===== config.mk =====
export PLATFORM = sky130hd
export DESIGN_NAME = mrd_rdx_sideband_align
export DESIGN_NICKNAME = d
export VERILOG_FILES = /design/src/rtl/mrd_rdx_sideband_align.sv
export SDC_FILE = /design/constraint.sdc
export NUM_CORES = 2
export LEC_CHECK = 0
export BUFFER_PORTS_ARGS = -buffer_cell sky130_fd_sc_hd__buf_2
export CORE_MARGIN = 1.5
export CORE_UTILIZATION = 54
export DETAILED_ROUTE_END_ITERATION = 8
export PLACE_DENSITY = 0.78
export REMOVE_ABC_BUFFERS = 1
export SLEW_MARGIN = 20
export SYNTH_ARGS = -nofsm -noshare
export SYNTH_HDL_FRONTEND = slang
export SYNTH_SLANG_ARGS = --single-unit

===== constraint.sdc =====
create_clock -name clk -period 4.5 [get_ports clk]
set_input_delay 0.9 -clock clk [delete_from_list [all_inputs] [get_ports clk]]
set_output_delay 0.9 -clock clk [all_outputs]
set_load 0.005 [all_outputs]

===== src/rtl/mrd_rdx_sideband_align.sv =====
// Sideband aligner for the mixed-radix stage: per-lane bank index/address FIFO replayed
// on datapath output, registered results, and frame exponent. Optional MRD_SB_ERR_EN enables FIFO error flags.
module mrd_rdx_sideband_align #(
  parameter int NLANE   = 5,
  parameter int wIDX    = 3,
  parameter int wADDR   = 8,
  parameter int wD      = 18,
  parameter int DEPTH   = 32,
  parameter int wEXP    = 4,
  parameter int EXP_ACC = 0
) (
  input  logic                         clk,
  input  logic                         rst_n,
  input  logic                         sop,
  input  logic                         in_val,
  input  logic [NLANE*wIDX-1:0]        in_bank_index,
  input  logic [NLANE*wADDR-1:0]       in_bank_addr,
  input  logic                         dp_out_val,
  input  logic [NLANE*wD-1:0]          dp_real,
  input  logic [NLANE*wD-1:0]          dp_imag,
  input  logic [wEXP-1:0]              dp_exp,
  output logic                         out_val,
  output logic [NLANE*wIDX-1:0]        out_bank_index,
  output logic [NLANE*wADDR-1:0]       out_bank_addr,
  output logic [NLANE*wD-1:0]          out_real,
  output logic [NLANE*wD-1:0]          out_imag,
  output logic [wEXP-1:0]              exp_fb,
  output logic [wEXP-1:0]              exp_out,
  output logic [$clog2(DEPTH+1)-1:0]   fifo_level,
  output logic                         exp_sat,
  output logic                         err_overflow,
  output logic                         err_underflow
);
  localparam int PW = (DEPTH > 1) ? $clog2(DEPTH) : 1;
  localparam int LW = $clog2(DEPTH + 1);
  localparam int IW = NLANE * wIDX;
  localparam int AW = NLANE * wADDR;
  localparam int EW = IW + AW;
  localparam int DW = NLANE * wD;

  // in_val pushes and dp_out_val pops are single-cycle strobes with no ready:
  // upstream guarantees occupancy stays within DEPTH, excess beats are dropped.
  logic [EW-1:0] mem_q [DEPTH];
  logic [PW-1:0] wr_ptr_q, rd_ptr_q;
  logic [LW-1:0] level_q, level_d;
  logic          empty, full, do_push, do_pop;
  logic [EW-1:0] rd_entry;

  assign empty    = (level_q == '0);
  assign full     = (level_q == LW'(DEPTH));
  assign do_pop   = dp_out_val & ~empty;
  assign do_push  = in_val & (~full | do_pop);
  assign level_d  = level_q + LW'(do_push) - LW'(do_pop);
  assign rd_entry = do_pop ? mem_q[rd_ptr_q] : '0;

  always_ff @(posedge clk) begin
    if (do_push) mem_q[wr_ptr_q] <= {in_bank_index, in_bank_addr};
  end

  logic                out_val_q, dp_val_d_q;
  logic [IW-1:0]       out_idx_q;
  logic [AW-1:0]       out_addr_q;
  logic [DW-1:0]       out_real_q, out_imag_q;
  logic [wEXP-1:0]     exp_fb_q, exp_fb_d, exp_out_q;
  logic                exp_sat_q, exp_sat_d;
  logic [wEXP:0]       exp_sum;
  logic                exp_edge;

  assign exp_edge = dp_out_val & ~dp_val_d_q;
  assign exp_sum  = {1'b0, exp_fb_q} + {1'b0, dp_exp};

  always_comb begin
    exp_fb_d  = exp_fb_q;
    exp_sat_d = exp_sat_q;
    if (sop) begin
      exp_fb_d  = '0;
      exp_sat_d = 1'b0;
    end else if (exp_edge) begin
      if (EXP_ACC != 0) begin
        if (exp_sum[wEXP]) begin
          exp_fb_d  = '1;
          exp_sat_d = 1'b1;
        end else begin
          exp_fb_d = exp_sum[wEXP-1:0];
        end
      end else begin
        exp_fb_d = dp_exp;
      end
    end
  end

  always_ff @(posedge clk or negedge rst_n) begin
    if (!rst_n) begin
      wr_ptr_q   <= '0;
      rd_ptr_q   <= '0;
      level_q    <= '0;
      out_val_q  <= 1'b0;
      out_idx_q  <= '0;
      out_addr_q <= '0;
      out_real_q <= '0;
      out_imag_q <= '0;
      dp_val_d_q <= 1'b0;
      exp_fb_q   <= '0;
      exp_out_q  <= '0;
      exp_sat_q  <= 1'b0;
    end else begin
      wr_ptr_q   <= wr_ptr_q + PW'(do_push);
      rd_ptr_q   <= rd_ptr_q + PW'(do_pop);
      level_q    <= level_d;
      out_val_q  <= dp_out_val;
      out_idx_q  <= rd_entry[EW-1:AW];
      out_addr_q <= rd_entry[AW-1:0];
      out_real_q <= dp_real;
      out_imag_q <= dp_imag;
      dp_val_d_q <= dp_out_val;
      exp_fb_q   <= exp_fb_d;
      exp_out_q  <= exp_fb_q;
      exp_sat_q  <= exp_sat_d;
    end
  end

`ifdef MRD_SB_ERR_EN
  logic ovf_q, unf_q;

  always_ff @(posedge clk or negedge rst_n) begin
    if (!rst_n) begin
      ovf_q <= 1'b0;
      unf_q <= 1'b0;
    end else if (sop) begin
      ovf_q <= 1'b0;
      unf_q <= 1'b0;
    end else begin
      if (in_val & full & ~dp_out_val) ovf_q <= 1'b1;
      if (dp_out_val & empty)          unf_q <= 1'b1;
    end
  end

  assign err_overflow  = ovf_q;
  assign err_underflow = unf_q;
`else
  assign err_overflow  = 1'b0;
  assign err_underflow = 1'b0;
`endif

  assign out_val        = out_val_q;
  assign out_bank_index = out_idx_q;
  assign out_bank_addr  = out_addr_q;
  assign out_real       = out_real_q;
  assign out_imag       = out_imag_q;
  assign exp_fb         = exp_fb_q;
  assign exp_out        = exp_out_q;
  assign fifo_level     = level_q;
  assign exp_sat        = exp_sat_q;
endmodule


# Word level (Yosys, flattened, before mapping)
# Memory sizes are Yosys's and may differ from the RTL's.
# Index checks and enable logic that the tools add are counted.
[word_totals]
ff_bits = 260
latch_bits = 0
ramBits = 1760
mem_bits_ro = 0
in_bits = 244
out_inout_bits = 253
elab_cells = 30
mem_count = 1
[mem_list]
columns = ["memory", "depth", "width", "rd", "rd_clocked_by_memory_dff", "write_ports", "line", "rtl"]
rows = [
  ["mem_q", 32, 55, 1, 0, 1, "43", "logic [EW-1:0] mem_q [DEPTH];"],
]
[classes]
add_sub_neg = 4
multipliers = 0
div_mod_pow = 0
magnitude_cmp = 0
n_eq_ne = 1
shift = 0
n_mux = 5
bitwise = 7
n_reduce_logical = 2
[op_table]
columns = ["operator", "count"]
rows = [
  ["$mux W55", 1],
  ["$add A5 B1 Y5", 2],
  ["$mux W4", 2],
  ["$add A6 B1 Y6", 1],
  ["$eq A6 B6 Y1 const B", 1],
  ["$logic_not A6 Y1", 1],
  ["$sub A6 B1 Y6", 1],
  ["$and A1 B1 Y1", 3],
  ["$not A1 Y1", 3],
  ["$mux W1", 2],
  ["$reduce_bool A2 Y1", 1],
  ["$or A1 B1 Y1", 1],
]

# Logic depth before layout (Yosys ltp)
[logic_depth]
ltp_word = 7
ltp_mapped = 14
ltp_nobuf = 12

# Least setup slack after synthesis
# No wires, ideal clock.
[synth_timing]
path_kind = "input port to flip-flop"
start = "in dp_out_val"
end = "mem mem_q[28][0] (netlist bit), enable pin"
setup_ns = 0.468
t_arrival_ns = 4.250
required_time_ns = 4.032
path_slack_ns = -0.218
stages = 5
path_buffers = 1
cell_sequence = "nand2b_1 -> a31oi_1 -> or3b_2 -> clkbuf_1 -> nor2_1"
[synth_between]
elab_chain_cells = 5
[synth_lines]
columns = ["item", "line", "rtl"]
rows = [
  ["start: declaration", "18", "input logic dp_out_val,"],
  ["$and A1 B1 Y1", "51", "assign do_pop = dp_out_val & ~empty;"],
  ["$or A1 B1 Y1", "52", "assign do_push = in_val & (~full | do_pop);"],
  ["$and A1 B1 Y1", "52", ""],
  ["$mux W1", "57", "if (do_push) mem_q[wr_ptr_q] <= {in_bank_index, in_bank_addr};"],
  ["$mux W1 (implied by the code)", "57", ""],
  ["end: declaration", "43", ""],
]
# Every way passes these cells.

# Worst setup path in the final report
[layout_timing]
start = "reg level_q[3] (netlist: fifo_level[3])"
end = "mem mem_q[16][8] (netlist bit), enable pin"
[layout_between]
elab_chain_cells = 7
elab_cells_between_ends = 9
cone_classes = "eq/ne: 1; mux: 2; bitwise: 5; reduce/logical: 1"
[layout_lines]
columns = ["item", "line", "rtl"]
rows = [
  ["start: declaration", "45", "logic [LW-1:0] level_q, level_d;"],
  ["start signal: assignment", "109", "level_q <= level_d;"],
  ["$logic_not A6 Y1", "49", "assign empty = (level_q == '0);"],
  ["$not A1 Y1", "51", ""],
  ["$and A1 B1 Y1", "51", ""],
  ["$or A1 B1 Y1 *", "52", ""],
  ["$and A1 B1 Y1 *", "52", ""],
  ["$mux W1 *", "57", ""],
  ["$mux W1 (implied by the code) *", "57", ""],
]
# Mark *: on every way between the ends. The rest lies on a longest branch, timed or not.

==> impl_metrics.prom <==
# TYPE chip_impl_metric gauge
chip_impl_metric{name="clkSlewWorstSetupHoldPaths",unit="ns"} 0.06
chip_impl_metric{name="worst_skew_pair.late_latency",unit="ns"} 0.83
chip_impl_metric{name="place_inst",unit=""} 5301
chip_impl_info{name="clk_root_buffer_cell",value="clkbuf_16"} 1
chip_impl_metric{name="via_count",unit=""} 36000
chip_impl_metric{name="antenna_left",unit=""} 0
chip_impl_info{name="outcome",value="completed"} 1
chip_impl_metric{name="post-dp-hpwl",unit="mm"} 98.9
chip_impl_metric{name="core_area",unit="mm^2"} 0.137
chip_impl_metric{name="proportion_of_total_power_due_to_net_switching",unit="%"} 28.8
chip_impl_metric{name="layout_min_cycle_time",unit="ns"} 3.22
chip_impl_metric{name="hold_slack",unit="ns"} 0.0940
chip_impl_info{name="hold_class",value="in -> async"} 1
chip_impl_metric{name="fin_worst_skew",unit="ns"} 0.0356
chip_impl_metric{name="finish.instance_area",unit="mm^2"} 0.0861
chip_impl_metric{name="wl_per_cell",unit="um"} 31.7
chip_impl_metric{name="io_buffers",unit=""} 493
chip_impl_metric{name="postRouteWirelength",unit="mm"} 179
chip_impl_metric{name="internal_power",unit="mW"} 36.8
chip_impl_metric{name="clkSinkCount",unit=""} 2020
chip_impl_metric{name="layout-drive-gt1-share",unit="%"} 34.2
chip_impl_metric{name="grt_first_pass_wirelength",unit="mm"} 258
chip_impl_metric{name="post_cts_setup_buffer_count",unit=""} 0
chip_impl_metric{name="power.ir.vdd_worst",unit="mV"} 0.670
chip_impl_metric{name="synthesis.yosys.warnings",unit=""} 0
chip_impl_metric{name="dp_slack",unit="ns"} 1.02
chip_impl_metric{name="final_net_count",unit=""} 3957
chip_impl_metric{name="synthCells",unit=""} 3080
chip_impl_metric{name="slew_headroom",unit="%"} 23.2
chip_impl_metric{name="max_freq",unit="MHz"} 310
chip_impl_metric{name="initial_utilization",unit="%"} 54.5
chip_impl_metric{name="timing.final.max_slew_violations",unit=""} 0
chip_impl_metric{name="die_h",unit="um"} 375
chip_impl_metric{name="design_power_total",unit="mW"} 51.7
chip_impl_metric{name="dieArea",unit="mm^2"} 0.141
chip_impl_metric{name="timing_worst_slew_pin_value",unit="ns"} 1.15
chip_impl_metric{name="route.detailed.drc",unit=""} 0
chip_impl_metric{name="power.static_leakage",unit="nW"} 29.7
chip_impl_metric{name="placed_cell_area",unit="mm^2"} 0.0798
chip_impl_metric{name="synth.avg_cell_area",unit="um^2"} 24.3
chip_impl_metric{name="synthDistinctLibCells",unit=""} 50
chip_impl_metric{name="critical_path_required",unit="ns"} 4.94
chip_impl_metric{name="finalHoldViolCount",unit=""} 0
chip_impl_metric{name="first_pass_iters",unit=""} 6
chip_impl_info{name="rsz0062_at_grt",value="no"} 1
chip_impl_metric{name="global_route.overflow_total",unit=""} 0
chip_impl_info{name="critPathKind",value="reg -> reg"} 1
chip_impl_metric{name="finalSetupViolCount",unit=""} 0
chip_impl_metric{name="grt_antenna_before_repair",unit=""} 15
chip_impl_metric{name="synth_area",unit="mm^2"} 0.0749
chip_impl_metric{name="timing.final.crit_share",unit="%"} 71.6
chip_impl_metric{name="final.setup.tns",unit="ns"} 0
chip_impl_metric{name="vias_per_cell",unit=""} 6.35
chip_impl_metric{name="dieWidth",unit="um"} 375
chip_impl_metric{name="crit_fanout",unit=""} 41
chip_impl_metric{name="hold_buffers",unit=""} 0
chip_impl_metric{name="power_switching",unit="mW"} 14.9
chip_impl_metric{name="power.sequential.fraction",unit="%"} 44.1
chip_impl_metric{name="grt_use_total",unit="%"} 25.6
chip_impl_metric{name="grt_pass1_vias",unit=""} 37000
chip_impl_metric{name="drt-initial-drc-count",unit=""} 4297
chip_impl_metric{name="final_cells",unit=""} 5662
chip_impl_metric{name="clock_path_buffers",unit=""} 3
chip_impl_metric{name="synthToLayoutAreaGrowth",unit="%"} 15.0
chip_impl_metric{name="postSynthRegisterBits",unit=""} 2020
chip_impl_metric{name="ctsHtreeMaxLevel",unit=""} 4
chip_impl_metric{name="power_density",unit="mW/mm^2"} 600
chip_impl_metric{name="cts_resized",unit=""} 0
chip_impl_metric{name="max_cap_viol_count",unit=""} 0
chip_impl_info{name="cts_tree",value="done"} 1
chip_impl_metric{name="fp-row-count",unit=""} 136
chip_impl_metric{name="pwr-share-comb",unit="%"} 24.8
chip_impl_info{name="start_kind",value="register"} 1
chip_impl_metric{name="final.setup.worst_slack",unit="ns"} 1.28
chip_impl_metric{name="synth.yosys.seq_area_share",unit="%"} 79.2
chip_impl_metric{name="largest_net_degree_at_the_start_of_global_routing",unit=""} 85
chip_impl_metric{name="routabilityCongestion",unit=""} 0.783
chip_impl_metric{name="utilization",unit="%"} 62.6
chip_impl_metric{name="crit_arrival",unit="ns"} 3.67
chip_impl_metric{name="io_pins",unit=""} 497
chip_impl_metric{name="number_of_buffers_created_by_cts",unit=""} 191
chip_impl_metric{name="clockPowerShare",unit="%"} 31.2
chip_impl_info{name="setup.worst_path.end_class",value="register"} 1
[layout make-up]
type / count / area [um^2]
clock inverter: 103 / 1120
multi-input combinational: 885 / 14500
inverter: 9 / 33.8
tap: 1794 / 2240
fill: 8830 / 51400
sequential: 2020 / 59400
antenna: 1 / 2.50
clock buffer: 257 / 5230
timing repair buffer: 593 / 3650
[power by group through the flow]
stage / registers, mW / clock network, mW / logic [mW]
2_1_floorplan: 23.5 / 0 / 6.80
3_3_place_gp: 23.1 / 0 / 12.5
3_5_place_dp: 23.1 / 0 / 12.7
4_1_cts: 22.8 / 16.3 / 12.9
5_1_grt: 22.9 / 17.0 / 13.5
6_report: 22.8 / 16.1 / 12.8
[flip-flops by register name (all words and copies together), names as in the netlist]
name	flops
exp_out	4
fifo_level	6
exp_fb	4
wr_ptr_q	5
out_imag	90
mem_q	1760
out_bank_addr	40
dp_val_d_q	1
rd_ptr_q	5
out_real	90
out_bank_index	15
[cells by family (layout without fill, tap and decap cells)]
logic type | after synthesis | count (layout) | share of synthesized area [%]
flip-flops | 2020 | 2020 | 79.2
multiplexers | 554 | 554 | 15.2
AO/OA/AOI/OAI | 231 | 231 | 2.95
buffers and inverters | 177 | 962 | 1.81
AND/OR/NAND/NOR | 75 | 75 | 0.491
adder cells (fa/ha/maj) | 13 | 13 | 0.227
XOR/XNOR | 9 | 9 | 0.105
other | 1 | 4 | 0.00501
[routing by layer]
layer  part of all wire, %  GRT usage [%]  wire length, um  up-vias
met5                 0.065              0              117        -
met4                   3.9           10.1             7020       18
met3                    10           6.01            18600      412
met2                    50           42.2            90000     2355
met1                    35           33.2            63500    18800
li1                      -              -                -    14400
[cell usage after synthesis, drive strengths merged]
library cell | number | area [um^2]
edfxtp | 1760 | 52900
mux4 | 438 | 10200
dfrtp | 260 | 6510
buf | 119 | 1000
mux2i | 115 | 1150
a2111oi | 55 | 820
o22ai | 55 | 344
a22oi | 54 | 405
o211a | 54 | 541
clkbuf | 47 | 299
nor2 | 40 | 150
ha | 12 | 150
inv | 9 | 33.8
nand2 | 6 | 25.0
nand2b | 6 | 37.5
nand3 | 6 | 30.0
xnor2 | 6 | 52.6
nand3b | 5 | 37.5
a21o | 3 | 22.5
nor2b | 3 | 18.8
or3b | 3 | 26.3
xor2 | 3 | 26.3
dlygate4sd1 | 2 | 17.5
nor3b | 2 | 15.0
o21ai | 2 | 10.0
or3 | 2 | 12.5
a211oi | 1 | 7.51
a21bo | 1 | 10.0
a21oi | 1 | 5.00
a22o | 1 | 8.76
a311oi | 1 | 8.76
a31oi | 1 | 6.26
and2 | 1 | 6.26
and4 | 1 | 8.76
conb | 1 | 3.75
fa | 1 | 20.0
mux2 | 1 | 11.3
o221ai | 1 | 8.76
o311ai | 1 | 8.76
[cells in the final DEF (no fill, tap or decap), types with 16 or more instances in the layout]
cell,netlist,final
dfrtp_1,260,255
mux4_1,90,90
clkbuf_8,10,16
clkinv_2,0,31
clkinv_1,0,31
nor2_4,0,32
buf_4,27,66
bufinv_16,0,17
a22oi_1,54,54
o211a_1,54,54
edfxtp_1,1760,1760
mux2i_1,115,115
mux4_2,348,348
o22ai_1,55,55
a2111oi_2,54,54
clkbuf_16,0,193
buf_2,44,492
buf_12,4,34
clkbuf_1,29,48
[worst paths after layout]
check	end	cells past startpoint	slack, ns	startpoint
min in group clk	out_imag[82]	1	0.17	dp_imag[82]
worst min-delay path	out_bank_index[7]	1	0.09	rst_n
worst min register to register	exp_out[1]	0	0.39	exp_fb[1]
max in group asynchronous	rd_ptr_q[4]	2	3.24	rst_n
worst max-delay path	mem_q[16][8]	8	1.28	fifo_level[3]
worst max register to register	mem_q[16][8]	8	1.28	fifo_level[3]
[worst max-delay path, cell delays in order (launching register included)]
cell and delay [ns]:
dfrtp_1 0.38, inv_1 0.08, ha_1 0.17, nor3b_1 0.16, a31oi_1 0.23, buf_4 0.23, or3b_2 0.69, nor2_4 0.18
buf_4 0.68
Note: power is estimated with default switching activity, not from simulation.
